File: src/rtl/csi_frame_wr_sched_if.sv
// AXI write-address and write-response channel bundle for the CSI frame write scheduler.
interface csi_frame_wr_sched_if #(
  parameter int ADDR_WIDTH = 32
);
  logic [ADDR_WIDTH-1:0] awaddr;
  logic [7:0]            awlen;
  logic                  awvalid;
  logic                  awready;
  logic                  bvalid;
  logic [1:0]            bresp;
  logic                  bready;

  modport master (
    output awaddr, awlen, awvalid, bready,
    input  awready, bvalid, bresp
  );

  modport slave (
    input  awaddr, awlen, awvalid, bready,
    output awready, bvalid, bresp
  );
endinterface

File: src/rtl/csi_frame_wr_sched.sv
// Frame-capture write-burst scheduler: issues AW bursts from the pixel FIFO level into
// rotating frame buffers, splits at 4 KB, tracks W/B and pulses an interrupt per frame.
module csi_frame_wr_sched #(
  parameter int ADDR_WIDTH      = 32,
  parameter int DATA_WIDTH      = 32,
  parameter int NUM_BUFFERS     = 2,
  parameter int MAX_BURST_LEN   = 16,
  parameter int MAX_OUTSTANDING = 4,
  parameter int LEVEL_WIDTH     = 10
) (
  input  logic                              axi_clk_i,
  input  logic                              axi_reset_i,
  input  logic                              enable_i,
  input  logic [NUM_BUFFERS*ADDR_WIDTH-1:0] buf_base_addr_i,
  input  logic                              frame_start_i,
  input  logic                              frame_end_i,
  input  logic [LEVEL_WIDTH-1:0]            fifo_level_i,
  input  logic                              w_beat_i,
  csi_frame_wr_sched_if.master              m_axi_csi,
  output logic [1:0]                        active_buf_o,
  output logic                              busy_o,
  output logic                              err_o,
  output logic                              frame_wr_done_intr_o
);
  localparam int BYTES  = DATA_WIDTH / 8;
  localparam int BSHIFT = $clog2(BYTES);
  localparam int OW     = $clog2(MAX_OUTSTANDING + 1);

  typedef enum logic [2:0] {
    S_IDLE     = 3'd0,
    S_WAIT_SOF = 3'd1,
    S_STREAM   = 3'd2,
    S_FLUSH    = 3'd3,
    S_DRAIN    = 3'd4,
    S_DONE     = 3'd5
  } state_e;

  state_e                  state_q, state_d;
  logic [ADDR_WIDTH-1:0]   awaddr_q, awaddr_d;
  logic [7:0]              awlen_q, awlen_d;
  logic                    awvalid_q, awvalid_d;
  logic                    bready_q;
  logic [1:0]              buf_q, buf_d;
  logic                    busy_q;
  logic                    err_q, err_d;
  logic                    intr_q;
  logic [LEVEL_WIDTH-1:0]  committed_q, committed_d;
  logic [OW-1:0]           outst_q, outst_d;

  logic                    aw_hs_s, b_hs_s, can_issue_s, issue_s;
  logic [LEVEL_WIDTH-1:0]  avail_s;
  logic [15:0]             avail16_s, bound_s, full_s, len_s;
  logic [ADDR_WIDTH-1:0]   base_s, step_s;

  assign aw_hs_s     = awvalid_q & m_axi_csi.awready;
  assign b_hs_s      = m_axi_csi.bvalid & bready_q;
  assign avail_s     = fifo_level_i - committed_q;
  assign avail16_s   = 16'(avail_s);
  // awaddr_q always holds the next burst address, so the 4 KB bound is taken from it
  assign bound_s     = 16'((13'h1000 - {1'b0, awaddr_q[11:0]}) >> BSHIFT);
  assign full_s      = (bound_s < 16'(MAX_BURST_LEN)) ? bound_s : 16'(MAX_BURST_LEN);
  assign len_s       = ((state_q == S_FLUSH) && (avail16_s < full_s)) ? avail16_s : full_s;
  assign step_s      = (ADDR_WIDTH'(awlen_q) + ADDR_WIDTH'(1)) << BSHIFT;
  assign base_s      = buf_base_addr_i[int'(buf_q)*ADDR_WIDTH +: ADDR_WIDTH];
  assign can_issue_s = !awvalid_q && (outst_q < OW'(MAX_OUTSTANDING));

  // next-state, burst issue and bookkeeping
  always_comb begin
    state_d     = state_q;
    awaddr_d    = awaddr_q;
    awlen_d     = awlen_q;
    awvalid_d   = awvalid_q;
    buf_d       = buf_q;
    err_d       = err_q;
    issue_s     = 1'b0;
    committed_d = committed_q
                + (aw_hs_s ? (LEVEL_WIDTH'(awlen_q) + LEVEL_WIDTH'(1)) : {LEVEL_WIDTH{1'b0}})
                - LEVEL_WIDTH'(w_beat_i);
    case ({aw_hs_s, b_hs_s})
      2'b10:   outst_d = outst_q + OW'(1);
      2'b01:   outst_d = outst_q - OW'(1);
      default: outst_d = outst_q;
    endcase
    if (aw_hs_s) begin
      awvalid_d = 1'b0;
      awaddr_d  = awaddr_q + step_s;
    end else begin
      awvalid_d = awvalid_q;
    end
    if (b_hs_s && (m_axi_csi.bresp != 2'b00)) begin
      err_d = 1'b1;
    end else begin
      err_d = err_q;
    end
    case (state_q)
      S_IDLE: begin
        if (enable_i) state_d = S_WAIT_SOF;
        else          state_d = S_IDLE;
      end
      S_WAIT_SOF: begin
        if (frame_start_i) begin
          awaddr_d = base_s;
          err_d    = 1'b0;
          state_d  = S_STREAM;
        end else if (!enable_i) begin
          state_d = S_IDLE;
        end else begin
          state_d = S_WAIT_SOF;
        end
      end
      S_STREAM: begin
        issue_s = can_issue_s && (avail16_s >= full_s);
        if (frame_end_i) state_d = S_FLUSH;
        else             state_d = S_STREAM;
      end
      S_FLUSH: begin
        issue_s = can_issue_s && (avail_s != {LEVEL_WIDTH{1'b0}});
        if ((avail_s == {LEVEL_WIDTH{1'b0}}) && !awvalid_q) state_d = S_DRAIN;
        else                                                 state_d = S_FLUSH;
      end
      S_DRAIN: begin
        if ((outst_q == OW'(0)) && (committed_q == {LEVEL_WIDTH{1'b0}})) state_d = S_DONE;
        else                                                            state_d = S_DRAIN;
      end
      S_DONE: begin
        buf_d   = (buf_q == 2'(NUM_BUFFERS - 1)) ? 2'd0 : buf_q + 2'd1;
        state_d = enable_i ? S_WAIT_SOF : S_IDLE;
      end
      default: state_d = S_IDLE;
    endcase
    if (issue_s) begin
      awvalid_d = 1'b1;
      awlen_d   = 8'(len_s - 16'd1);
    end else begin
      awlen_d = awlen_d;
    end
  end

  // state and registered outputs
  always_ff @(posedge axi_clk_i) begin
    if (axi_reset_i) begin
      state_q     <= S_IDLE;
      awaddr_q    <= {ADDR_WIDTH{1'b0}};
      awlen_q     <= 8'd0;
      awvalid_q   <= 1'b0;
      bready_q    <= 1'b0;
      buf_q       <= 2'd0;
      busy_q      <= 1'b0;
      err_q       <= 1'b0;
      intr_q      <= 1'b0;
      committed_q <= {LEVEL_WIDTH{1'b0}};
      outst_q     <= OW'(0);
    end else begin
      state_q     <= state_d;
      awaddr_q    <= awaddr_d;
      awlen_q     <= awlen_d;
      awvalid_q   <= awvalid_d;
      bready_q    <= 1'b1;
      buf_q       <= buf_d;
      busy_q      <= (state_d != S_IDLE);
      err_q       <= err_d;
      intr_q      <= (state_d == S_DONE);
      committed_q <= committed_d;
      outst_q     <= outst_d;
    end
  end

  assign m_axi_csi.awaddr  = awaddr_q;
  assign m_axi_csi.awlen   = awlen_q;
  assign m_axi_csi.awvalid = awvalid_q;
  assign m_axi_csi.bready  = bready_q;
  assign active_buf_o         = buf_q;
  assign busy_o               = busy_q;
  assign err_o                = err_q;
  assign frame_wr_done_intr_o = intr_q;
endmodule

File: src/flat_wrapper.sv
// flat-port wrapper written by rule: the top's interface ports become plain ports
module csi_frame_wr_sched_flat 
#(
  parameter int ADDR_WIDTH      = 32,
  parameter int DATA_WIDTH      = 32,
  parameter int NUM_BUFFERS     = 2,
  parameter int MAX_BURST_LEN   = 16,
  parameter int MAX_OUTSTANDING = 4,
  parameter int LEVEL_WIDTH     = 10
)
  (axi_clk_i, axi_reset_i, enable_i, buf_base_addr_i, frame_start_i, frame_end_i, fifo_level_i, w_beat_i, active_buf_o, busy_o, err_o, frame_wr_done_intr_o, m_axi_csi_awaddr, m_axi_csi_awlen, m_axi_csi_awvalid, m_axi_csi_bready, m_axi_csi_awready, m_axi_csi_bvalid, m_axi_csi_bresp);
  csi_frame_wr_sched_if #(.ADDR_WIDTH(ADDR_WIDTH)) m_axi_csi_i ();
  input  logic axi_clk_i;
  input  logic axi_reset_i;
  input  logic enable_i;
  input  logic [NUM_BUFFERS*ADDR_WIDTH-1:0] buf_base_addr_i;
  input  logic frame_start_i;
  input  logic frame_end_i;
  input  logic [LEVEL_WIDTH-1:0] fifo_level_i;
  input  logic w_beat_i;
  output logic [1:0] active_buf_o;
  output logic busy_o;
  output logic err_o;
  output logic frame_wr_done_intr_o;
  output wire logic [$bits(m_axi_csi_i.awaddr)-1:0] m_axi_csi_awaddr;
  output wire logic [$bits(m_axi_csi_i.awlen)-1:0] m_axi_csi_awlen;
  output wire logic [$bits(m_axi_csi_i.awvalid)-1:0] m_axi_csi_awvalid;
  output wire logic [$bits(m_axi_csi_i.bready)-1:0] m_axi_csi_bready;
  input wire logic [$bits(m_axi_csi_i.awready)-1:0] m_axi_csi_awready;
  input wire logic [$bits(m_axi_csi_i.bvalid)-1:0] m_axi_csi_bvalid;
  input wire logic [$bits(m_axi_csi_i.bresp)-1:0] m_axi_csi_bresp;
  assign m_axi_csi_awaddr = m_axi_csi_i.awaddr;
  assign m_axi_csi_awlen = m_axi_csi_i.awlen;
  assign m_axi_csi_awvalid = m_axi_csi_i.awvalid;
  assign m_axi_csi_bready = m_axi_csi_i.bready;
  assign m_axi_csi_i.awready = m_axi_csi_awready;
  assign m_axi_csi_i.bvalid = m_axi_csi_bvalid;
  assign m_axi_csi_i.bresp = m_axi_csi_bresp;
  csi_frame_wr_sched #(.ADDR_WIDTH(ADDR_WIDTH), .DATA_WIDTH(DATA_WIDTH), .NUM_BUFFERS(NUM_BUFFERS), .MAX_BURST_LEN(MAX_BURST_LEN), .MAX_OUTSTANDING(MAX_OUTSTANDING), .LEVEL_WIDTH(LEVEL_WIDTH)) u_core (.axi_clk_i(axi_clk_i), .axi_reset_i(axi_reset_i), .enable_i(enable_i), .buf_base_addr_i(buf_base_addr_i), .frame_start_i(frame_start_i), .frame_end_i(frame_end_i), .fifo_level_i(fifo_level_i), .w_beat_i(w_beat_i), .m_axi_csi(m_axi_csi_i), .active_buf_o(active_buf_o), .busy_o(busy_o), .err_o(err_o), .frame_wr_done_intr_o(frame_wr_done_intr_o));
endmodule
File: config.mk
export PLATFORM = sky130hd
export DESIGN_NAME = csi_frame_wr_sched_flat
export DESIGN_NICKNAME = d
export VERILOG_FILES = /design/src/rtl/csi_frame_wr_sched_if.sv /design/src/rtl/csi_frame_wr_sched.sv /design/src/flat_wrapper.sv
export SDC_FILE = /design/constraint.sdc
export NUM_CORES = 1
export LEC_CHECK = 0
export BUFFER_PORTS_ARGS = -buffer_cell sky130_fd_sc_hd__buf_4
export CORE_UTILIZATION = 44
export DETAILED_ROUTE_END_ITERATION = 12
export GPL_ROUTABILITY_DRIVEN = 0
export PLACE_DENSITY = 0.8
export SYNTH_ARGS = -nofsm -noshare
export SYNTH_HDL_FRONTEND = slang
export SYNTH_SLANG_ARGS = --single-unit
File: constraint.sdc
create_clock -name axi_clk_i -period 6.9 [get_ports axi_clk_i]
set_input_delay 1.035 -clock axi_clk_i [delete_from_list [all_inputs] [get_ports axi_clk_i]]
set_output_delay 1.035 -clock axi_clk_i [all_outputs]
set_load 0.1 [all_outputs]
==> results.md <==
* DR iter-0 viols at 406
* Gr usage total at 0.2494
* Post-synth top area share at 0.2370
* Initial core utilization at 0.4582
* Cell area after synthesis at 5321 um2
* Crit path max-delay family: compound AO/OA/AOI/OAI gates
* CTS Root Cell: clkbuf_16
* Most common cell after layout, fill and taps aside: buf_4
* Layout cell share with drive strength beyond 1 at 0.2125
* Seq cells post-synth at 63
* Synth async-reset ratio at 0
* Bufs and invs on worst path at 3
* Most used DFF post-synth: dfxtp_1
* Total negative setup slack at 0 ps
* Highest Clock Rate at 200.7 MHz
* IO Count at 131
* TritonCTS Buffers at 9
* Drt first pass iters at 9
* FF-to-FF Start: u_core.committed_q[0]
* Crit. Startpoint: fifo_level_i[0]
* Worst slew margin at 0.4264
* Hold WC Path Type: register to register
* Largest net degree at the start of global routing at 36
* Worst Reg-to-Reg Cells at 18
* Most frequent cells in the layout: 133 x buf_4, 62 x dfxtp_1, 50 x nor2_1
* Pwr Total at 1.918 mW
* Vias per std cell at 5.741
* Die area at 12540 um2
* N_diodes at 0
* Critical Path Fanout Max at 16
* R2r endpoint: u_core.m_axi_csi.awlen[4]
* Final Setup Violations at 0
* CP required at 7110 ps
* Final critical-path required period at 4982 ps
* First-pass GRT wire length at 25190 um
* Status: finished, violations left
* Routed len/inst at 16.58 um
* Final instance area at 6736 um2
* DP HPWL at 11690 um
* Least-Margin Pin Slew at 860.3 ps
* P_leak at 2.938 nW
* Setup CP Type: primary input to register
* Worst R2R Setup Slack at 2330 ps
* Die width at 112.0 um
* Setup slack after layout at 1918 ps
* CTS max path bufs at 2
* Yosys warns at 0
* # fillers at 1057
* GRT overflow at 0
* CTS resizes at 0
* Final nets at 918
* CTS tree: built
* Hold buffers post-CTS at 0
* DR DRC count at 3
* Clk_skew at 8.266 ps
* Clock slew at reported path FFs at 60 ps
* Violated checks: design-rule violations
* Final period utilization at 0.7220
* Number of synthesized flops with an enable pin at 0
* Vias in the first global route at 5122
* VDD IR max at 0.0001244 V
* Buffers on Ports at 130
* Post-Syn Instances at 659
* Via count at 5333
* Critical Path End: u_core.m_axi_csi.awlen[4]
* PwrDens at 284.8 nW/um2
* Stages on worst setup path at 20
* Max Cap Viol at 0
* CP max-delay cell: or2_0
* Rows at 39
* Yosys cell types at 71
* Clock sinks at 63
* Remaining antenna violation count at 0
* Die Y at 112.0 um
* Final Hold Viols at 0
* Later-pin clock latency in the skew report at 330 ps
* Type of origin of the critical path: primary input
* Crit-path cells: buf_4 > inv_1 > ha_1 > inv_1 > fa_1 > a21o_1 > a22oi_1 > a21oi_1 > xor2_1 > ha_1 > a21oi_1 > a21boi_0 > a2111o_1 > or2_0 > nor2_1 > a21oi_1 > ha_1 > mux4_2 > o21ai_1 > mux2i_1
* Pre-CTS WS at 1579 ps
* CTS H-Tree Depth at 3
* Syn-to-layout area delta at 26.59%
* Final Slew Violations at 0
* Total Wirelength at 15400 um
* Initial antenna violation count at 0
* Worst setup EP type: register
* Hold WS at 451.9 ps
* Critical path's largest stage delay at 480 ps
* Postcts setup bufs at 0
* Synth area leader: dfxtp_1
* WP data arrival at 5190 ps
* Avg Cell Area, Syn at 8.075 um2
* Largest cells by area after synthesis: dfxtp_1 24%, ha_1 12%, mux2i_1 7.9%
* Sequential area share after synthesis at 0.2370
* Core area at 11610 um2
* RSZ-0062 raised after global routing: false
* Placement-stage cell area at 6412 um2
[metal layers]
metal	global-route usage	part of all wire	vias up
li1	-	-	2617
met1	0.3276	0.45	2482
met2	0.4161	0.47	199
met3	0.03321	0.051	35
met4	0.09422	0.027	0
met5	0	0	-
[worst min path at each step]
stage                           start                end  slack [ps]  cells past startpoint
floorplan           u_core.outst_q[2]  u_core.outst_q[2]         470                      2
global placement         u_core.err_o       u_core.err_o         440                      2
detailed placement       u_core.err_o       u_core.err_o         440                      2
CTS                      u_core.err_o       u_core.err_o         450                      2
global route             u_core.err_o       u_core.err_o         500                      2
finish                   u_core.err_o       u_core.err_o         450                      2
[worst reg2reg max path, delay by kind of cell (launching register included)]
kind	cells	cell delay [ps]
compound gates	8	1310
xor+xnor	1	360
fa+ha+maj	4	1220
simple gates	2	730
mux	2	380
buf+inv	1	50
flops	1	400
[area by class of cell]
| cell class | instances | area [um2] | share of cell area |
|---|---|---|---|
| tap | 143 | 178.9 | 0.02656 |
| inverter | 49 | 183.9 | 0.02730 |
| sequential | 63 | 1262 | 0.1874 |
| clock inverter | 5 | 81.33 | 0.01207 |
| timing repair buffer | 133 | 998.5 | 0.1482 |
| multi-input combinational | 525 | 3789 | 0.5624 |
| clock buffer | 11 | 242.7 | 0.03603 |
[metrics by stage]
stage | utilization | instances
floorplan | - | 663
global placement | 0.5521 | 913
detailed placement | 0.5521 | 913
CTS | 0.5800 | 929
global route | 0.5800 | 929
finish | 0.5800 | 929
[registers in the layout, indices dropped and copies added (netlist names), 2 cells and up]
signal and cells:
u_core.active_buf_o 2, u_core.committed_q 10, u_core.m_axi_csi.awaddr 32, u_core.m_axi_csi.awlen 8, u_core.outst_q 3, u_core.state_q 3
[report_power, final]
part / internal, mW / switching [mW]
Sequential: 0.407 / 0.0420
Clock: 0.326 / 0.171
Combinational: 0.378 / 0.594
[synthesized netlist by cell type (6+ instances only)]
library cell  instances
o21ai_0              26
inv_1                49
ha_1                 49
nand3_1              20
a31oi_1               9
clkbuf_1             22
nor4_1                9
dfxtp_1              63
nor2_1               50
a21o_1                9
xnor2_1              39
mux2i_1              42
xor2_1               14
nor4b_1               6
and3_1               12
and2_1                6
nor3_1               19
a21oi_1              42
o22ai_1              18
o21a_1                6
nand2_1              47
[cell families after synthesis]
logic type	after synthesis	synth area share
AO/OA/AOI/OAI	154	0.1869
buffers and inverters	75	0.05385
adder cells (fa/ha/maj)	53	0.1303
multiplexers	44	0.08606
other	1	0.0007047
XOR/XNOR	53	0.08723
flip-flops	63	0.2370
AND/OR/NAND/NOR	216	0.2180
(Power assumes the default switching activity.)
